[src/rtl/gpio_intr_ctrl_if.sv]
// Signal bundle between a GPIO interrupt controller and its host/pad side.
// The master drives pads and configuration; the slave returns data, status and irq.
interface gpio_intr_ctrl_if #(
   parameter int WIDTH    = 32,
   parameter int DB_CNT_W = 8
);
   logic [WIDTH-1:0]    pad_gpio_in;
   logic [WIDTH-1:0]    cfg_posedge_int_sel;
   logic [WIDTH-1:0]    cfg_negedge_int_sel;
   logic [WIDTH-1:0]    cfg_level_high_sel;
   logic [WIDTH-1:0]    cfg_level_low_sel;
   logic [WIDTH-1:0]    cfg_int_mask;
   logic [WIDTH-1:0]    cfg_db_en;
   logic [DB_CNT_W-1:0] cfg_db_cnt;
   logic [WIDTH-1:0]    cfg_int_clr;
   logic [WIDTH-1:0]    gpio_data_in;
   logic [WIDTH-1:0]    gpio_int_status;
   logic                gpio_irq;

   modport master (
      output pad_gpio_in, cfg_posedge_int_sel, cfg_negedge_int_sel,
             cfg_level_high_sel, cfg_level_low_sel, cfg_int_mask,
             cfg_db_en, cfg_db_cnt, cfg_int_clr,
      input  gpio_data_in, gpio_int_status, gpio_irq
   );

   modport slave (
      input  pad_gpio_in, cfg_posedge_int_sel, cfg_negedge_int_sel,
             cfg_level_high_sel, cfg_level_low_sel, cfg_int_mask,
             cfg_db_en, cfg_db_cnt, cfg_int_clr,
      output gpio_data_in, gpio_int_status, gpio_irq
   );
endinterface

[src/rtl/gpio_intr_ctrl.sv]
// GPIO input synchroniser, optional per-bit debounce, edge/level interrupt status and irq.
// Define GPIO_DEBOUNCE_EN to build the debounce counters; otherwise cfg_db_en/cfg_db_cnt are ignored.
module gpio_intr_ctrl #(
   parameter int WIDTH       = 32,
   parameter int SYNC_STAGES = 2,
   parameter int DB_CNT_W    = 8
) (
   input logic             mclk,
   input logic             h_reset,
   gpio_intr_ctrl_if.slave gpio
);

   logic [WIDTH-1:0] r_sync [SYNC_STAGES];
   logic [WIDTH-1:0] w_sync;
   logic [WIDTH-1:0] r_stable;
   logic [WIDTH-1:0] r_prev;
   logic [WIDTH-1:0] r_status;
   logic             r_irq;
   logic [WIDTH-1:0] w_ev;

   always_ff @(posedge mclk) begin
      if (h_reset) begin
         for (int s = 0; s < SYNC_STAGES; s++) r_sync[s] <= '0;
      end else begin
         r_sync[0] <= gpio.pad_gpio_in;
         for (int s = 1; s < SYNC_STAGES; s++) r_sync[s] <= r_sync[s-1];
      end
   end

   assign w_sync = r_sync[SYNC_STAGES-1];

`ifdef GPIO_DEBOUNCE_EN
   localparam logic [DB_CNT_W-1:0] CntOne = {{(DB_CNT_W-1){1'b0}}, 1'b1};
   logic [DB_CNT_W-1:0] r_cnt [WIDTH];

   // A debounced bit only follows sync after it has disagreed for cfg_db_cnt+1 cycles;
   // the counter parks at all-ones so a lowered threshold cannot fire until it clears.
   always_ff @(posedge mclk) begin
      if (h_reset) begin
         r_stable <= '0;
         for (int i = 0; i < WIDTH; i++) r_cnt[i] <= '0;
      end else begin
         for (int i = 0; i < WIDTH; i++) begin
            if (!gpio.cfg_db_en[i]) begin
               r_stable[i] <= w_sync[i];
               r_cnt[i]    <= '0;
            end else if (w_sync[i] == r_stable[i]) begin
               r_cnt[i] <= '0;
            end else if (r_cnt[i] == gpio.cfg_db_cnt) begin
               r_stable[i] <= w_sync[i];
               r_cnt[i]    <= '0;
            end else if (r_cnt[i] != '1) begin
               r_cnt[i] <= r_cnt[i] + CntOne;
            end
         end
      end
   end
`else
   logic w_unused_db;
   assign w_unused_db = ^{gpio.cfg_db_en, gpio.cfg_db_cnt};

   always_ff @(posedge mclk) begin
      if (h_reset) r_stable <= '0;
      else         r_stable <= w_sync;
   end
`endif

   assign w_ev = (gpio.cfg_posedge_int_sel & ~r_prev &  r_stable)
               | (gpio.cfg_negedge_int_sel &  r_prev & ~r_stable)
               | (gpio.cfg_level_high_sel  &  r_stable)
               | (gpio.cfg_level_low_sel   & ~r_stable);

   // Status is sticky with W1C; a fresh event on the same bit beats the clear.
   always_ff @(posedge mclk) begin
      if (h_reset) begin
         r_prev   <= '0;
         r_status <= '0;
         r_irq    <= 1'b0;
      end else begin
         r_prev   <= r_stable;
         r_status <= (r_status & ~gpio.cfg_int_clr) | w_ev;
         r_irq    <= |(r_status & gpio.cfg_int_mask);
      end
   end

   assign gpio.gpio_data_in    = r_stable;
   assign gpio.gpio_int_status = r_status;
   assign gpio.gpio_irq        = r_irq;

endmodule

[src/flat_wrapper.sv]
// flat-port wrapper written by rule: the top's interface ports become plain ports
module gpio_intr_ctrl_flat 
#(
   parameter int WIDTH       = 32,
   parameter int SYNC_STAGES = 2,
   parameter int DB_CNT_W    = 8
)
  (mclk, h_reset, gpio_pad_gpio_in, gpio_cfg_posedge_int_sel, gpio_cfg_negedge_int_sel, gpio_cfg_level_high_sel, gpio_cfg_level_low_sel, gpio_cfg_int_mask, gpio_cfg_db_en, gpio_cfg_db_cnt, gpio_cfg_int_clr, gpio_gpio_data_in, gpio_gpio_int_status, gpio_gpio_irq);
  gpio_intr_ctrl_if #(.WIDTH(WIDTH), .DB_CNT_W(DB_CNT_W)) gpio_i ();
  input logic mclk;
  input logic h_reset;
  input wire logic [$bits(gpio_i.pad_gpio_in)-1:0] gpio_pad_gpio_in;
  input wire logic [$bits(gpio_i.cfg_posedge_int_sel)-1:0] gpio_cfg_posedge_int_sel;
  input wire logic [$bits(gpio_i.cfg_negedge_int_sel)-1:0] gpio_cfg_negedge_int_sel;
  input wire logic [$bits(gpio_i.cfg_level_high_sel)-1:0] gpio_cfg_level_high_sel;
  input wire logic [$bits(gpio_i.cfg_level_low_sel)-1:0] gpio_cfg_level_low_sel;
  input wire logic [$bits(gpio_i.cfg_int_mask)-1:0] gpio_cfg_int_mask;
  input wire logic [$bits(gpio_i.cfg_db_en)-1:0] gpio_cfg_db_en;
  input wire logic [$bits(gpio_i.cfg_db_cnt)-1:0] gpio_cfg_db_cnt;
  input wire logic [$bits(gpio_i.cfg_int_clr)-1:0] gpio_cfg_int_clr;
  output wire logic [$bits(gpio_i.gpio_data_in)-1:0] gpio_gpio_data_in;
  output wire logic [$bits(gpio_i.gpio_int_status)-1:0] gpio_gpio_int_status;
  output wire logic [$bits(gpio_i.gpio_irq)-1:0] gpio_gpio_irq;
  assign gpio_i.pad_gpio_in = gpio_pad_gpio_in;
  assign gpio_i.cfg_posedge_int_sel = gpio_cfg_posedge_int_sel;
  assign gpio_i.cfg_negedge_int_sel = gpio_cfg_negedge_int_sel;
  assign gpio_i.cfg_level_high_sel = gpio_cfg_level_high_sel;
  assign gpio_i.cfg_level_low_sel = gpio_cfg_level_low_sel;
  assign gpio_i.cfg_int_mask = gpio_cfg_int_mask;
  assign gpio_i.cfg_db_en = gpio_cfg_db_en;
  assign gpio_i.cfg_db_cnt = gpio_cfg_db_cnt;
  assign gpio_i.cfg_int_clr = gpio_cfg_int_clr;
  assign gpio_gpio_data_in = gpio_i.gpio_data_in;
  assign gpio_gpio_int_status = gpio_i.gpio_int_status;
  assign gpio_gpio_irq = gpio_i.gpio_irq;
  gpio_intr_ctrl #(.WIDTH(WIDTH), .SYNC_STAGES(SYNC_STAGES), .DB_CNT_W(DB_CNT_W)) u_core (.mclk(mclk), .h_reset(h_reset), .gpio(gpio_i));
endmodule
[config.mk]
export PLATFORM = sky130hd
export DESIGN_NAME = gpio_intr_ctrl_flat
export DESIGN_NICKNAME = d
export VERILOG_FILES = /design/src/rtl/gpio_intr_ctrl_if.sv /design/src/rtl/gpio_intr_ctrl.sv /design/src/flat_wrapper.sv
export SDC_FILE = /design/constraint.sdc
export NUM_CORES = 1
export LEC_CHECK = 0
export CORE_AREA = 2 2 130 132
export CTS_BUF_LIST = sky130_fd_sc_hd__clkbuf_4 sky130_fd_sc_hd__clkbuf_8
export DETAILED_ROUTE_END_ITERATION = 8
export DIE_AREA = 0 0 132 134
export PLACE_DENSITY_LB_ADDON = 0.15
export RECOVER_POWER = 100
export SLEW_MARGIN = 20
export SYNTH_ARGS = -nofsm -noshare
export SYNTH_HDL_FRONTEND = slang
export SYNTH_SLANG_ARGS = --single-unit
[constraint.sdc]
create_clock -name mclk -period 1.2 [get_ports mclk]
set_input_delay 0.3 -clock mclk [delete_from_list [all_inputs] [get_ports mclk]]
set_output_delay 0.3 -clock mclk [all_outputs]
set_load 0.02 [all_outputs]
==> results.md <==
- Final cell count without fillers: between 1k and 1.5k
- Slew HR: a little over a quarter
- I/O Pins: around 330
- WP data arrival: approximately 1.7 ns
- CTS Root Cell: clkbuf_8
- Global Route Usage Sum: approximately 18%
- Distinct cells, synth: 15
- Vias: 4,852
- Crit path launch type: register
- Routed WL per cell: 14.7 µm
- Post-Syn Area: approximately 5400 µm²
- EDFF count, synth: 0
- Fin crit share: 113%
- Port bufs: just under 300
- Die ar.: roughly 18,000 µm²
- Std-Cell Rows: between 40 and 50
- Yosys reg bits: around 160
- Count leader, synth: dfxtp_1
- Endpoint type of the worst setup path: register
- Post-layout util: 58.1%
- Final Skew: roughly 0.012 ns
- Pin count of the biggest net entering global routing: 40
- Cell count after placement: between 1k and 1.5k
- Max_cap viols: 0
- Vias/cell: ~4.5
- Ranking of synthesized cells by area: dfxtp_1 (60%), nor2b_1 (19%), a31oi_1 (3.7%), or2_2 (3.7%), nand2b_1 (3.5%)
- Pins Over Slew Limit: 0
- Cell family with most CP delay: compound AO/OA/AOI/OAI gates
- Clk network pwr share: 34.0%
- Leak pwr: 3.76 nW
- Mapped Cells: ~520
- P&R area growth vs syn: 75.3%
- Worst-Margin Slew: roughly 1.1 ns
- Cell Chain, Critical Path: a22oi_1 > nand4_1 > o41a_1
- FFs w/ async S/R, synth: 0%
- Net Sw Frac: between 20% and 30%
- Worst-Skew Late Latency: 0.43 ns
- Final nets: between 1k and 1.5k
- DR pass1 iterations: 4
- Internal Power: 0.00874 W
- Post-route setup slack: -0.160 ns
- # fillers: between 1k and 1.5k
- Syn avg cell area: 10.4 µm²
- Min Hold Slack: 0.413 ns
- Core ar.: ~16,000 µm²
- Minimum clock period: approximately 1.4 ns
- Remaining DRCs: 0
- Initial Util: between 30% and 40%
- Antenna cells: 0
- Antenna violations before repair: 0
- Ys Warns: 0
- Total gr overflow: 0
- Post-DP HPWL: 12.1 mm
- Outcome: finished, violations left
- DIE WIDTH: around 130 µm
- Setup TNS: -1.19 ns
- Critical path class: register to register
- CTS buffer count: 17
- Yosys top cell by area: dfxtp_1
- CP max stage delay: ~0.42 ns
- Vias in the first global route: between 5k and 6k
- Die height: around 130 µm
- Most frequent cells after synthesis: dfxtp_1 (161), nor2b_1 (160)
- First-pass GRT wire length: about 25 mm
- RSZ-0062 raised after global routing: true
- Main synth FF type: dfxtp_1
- CTS Buffer Depth: 2
- Final setup violation count: between 50 and 60
- Sequential share of power: about half
- Worst vdd ir: 0.000547 V
- Routability Congestion: around 0.85
- Failing checks: negative setup slack
- Sw Pwr: between 0.002 and 0.003 W
- Comb pwr share: between 15 and 20%
- Clock Sinks: approximately 160
- Pre-CTS setup slack: -0.660 ns
- Post-synth top area share: 59.7%
- Routed WL: approximately 16 mm
- Worst Path Required: 1.52 ns
- CTS tree: yes
- First DRT Iteration DRCs: between 100 and 150
- Final ANT Viol Nets: 0
- Crit path buf inv count: 0
- H-tree levels: 4
- Critical-path maximum fanout: 3
- PwrDens: ~1200 nW/µm²
- Slowest stage cell, crit path: o41a_1
- Fraction of layout cells with a size suffix above 1: roughly 28%
- Seq/Total Area, Yosys: around 60%
- Fin. Hold Viols: 0
- Clk slew on worst S/H paths: approximately 0.080 ns
- Max Fclk: ~740 MHz
- Cts hold-fix bufs: 0
- Mapped Nets: around 800
- HP Class: input pin to register
[routing by layer]
metal	GRT usage (%)	part of all wire [%]
met1	19.6	40
met2	30.9	48
met3	6.69	8.8
met4	9.30	3.8
met5	0	0
[flip-flops by register name, indices dropped and copies added (netlist names)]
| signal | flops |
|---|---|
| u_core.gpio.gpio_data_in | 32 |
| u_core.gpio.gpio_int_status | 32 |
| u_core.r_sync | 64 |
| u_core.r_prev | 32 |
| u_core.gpio.gpio_irq | 1 |
[path summary, 6_finish.rpt]
| path | from | end | slack (ns) | cells past startpoint |
|---|---|---|---|---|
| worst max register to register | u_core.gpio.gpio_int_status[25] | u_core.gpio.gpio_irq | -0.16 | 3 |
| worst min register to register | u_core.r_sync[0][9] | u_core.r_sync[1][9] | 0.43 | 1 |
| worst max-delay path | u_core.gpio.gpio_int_status[25] | u_core.gpio.gpio_irq | -0.16 | 3 |
| worst min-delay path | gpio_pad_gpio_in[7] | u_core.r_sync[0][7] | 0.41 | 2 |
[power by group through the flow]
stage                     clock network, W  logic [W]  registers, W
after floorplan                          0   0.000419       0.00593
after global placement                   0    0.00166       0.00582
after detailed placement                 0    0.00168       0.00582
after CTS                          0.00401    0.00175       0.00573
after global routing               0.00419    0.00188       0.00575
final                              0.00385    0.00175       0.00572
[repair_timing]
| action | 4_1_cts | 5_1_grt |
|---|---|---|
| gates resized for setup | 466 | 12 |
| gates cloned | 0 | 0 |
| endpoints found under the hold margin | 0 | 0 |
| buffers inserted | 8 | 4 |
| setup endpoints to repair | 66 | 66 |
| pin swaps | 5 | 2 |
[per-stage QoR]
step | instance area [µm²] | total power, W
finish | 9470 | 0.0113
global placement | 8760 | 0.00748
global route | 9470 | 0.0118
CTS | 9410 | 0.0115
floorplan | 5400 | 0.00635
detailed placement | 8760 | 0.00751
[cells by family after synthesis]
logic type,Yosys count,share of synthesized area (%)
AO/OA/AOI/OAI,113,12.3
buffers and inverters,19,1.58
flip-flops,161,59.7
AND/OR/NAND/NOR,228,26.5
[layout by cell type, fill, tap and decap left out, types with 3 or more instances in the layout]
master and count:
clkdlybuf4s50_1 223, nor2b_1 160, dfxtp_1 98, buf_6 66, dfxtp_2 47, buf_4 39
a21oi_1 32, or2_2 32, o21ai_0 32, a31oi_1 32, nand2b_1 30, clkbuf_8 18
dfxtp_4 16, a22oi_2 8, a22oi_1 8, nand4_1 4, clkbuf_4 4, clkinvlp_4 3
[layout make-up]
class	instances	area, µm²	area share (%)
clock buffer	22	278	2.93
inverter	1	3.75	0.0397
timing repair buffer	333	3340	35.2
sequential	161	3340	35.3
multi-input combinational	341	2120	22.4
clock inverter	9	110	1.16
tap	220	275	2.91
No activity file was read; power rests on OpenSTA's default activity.
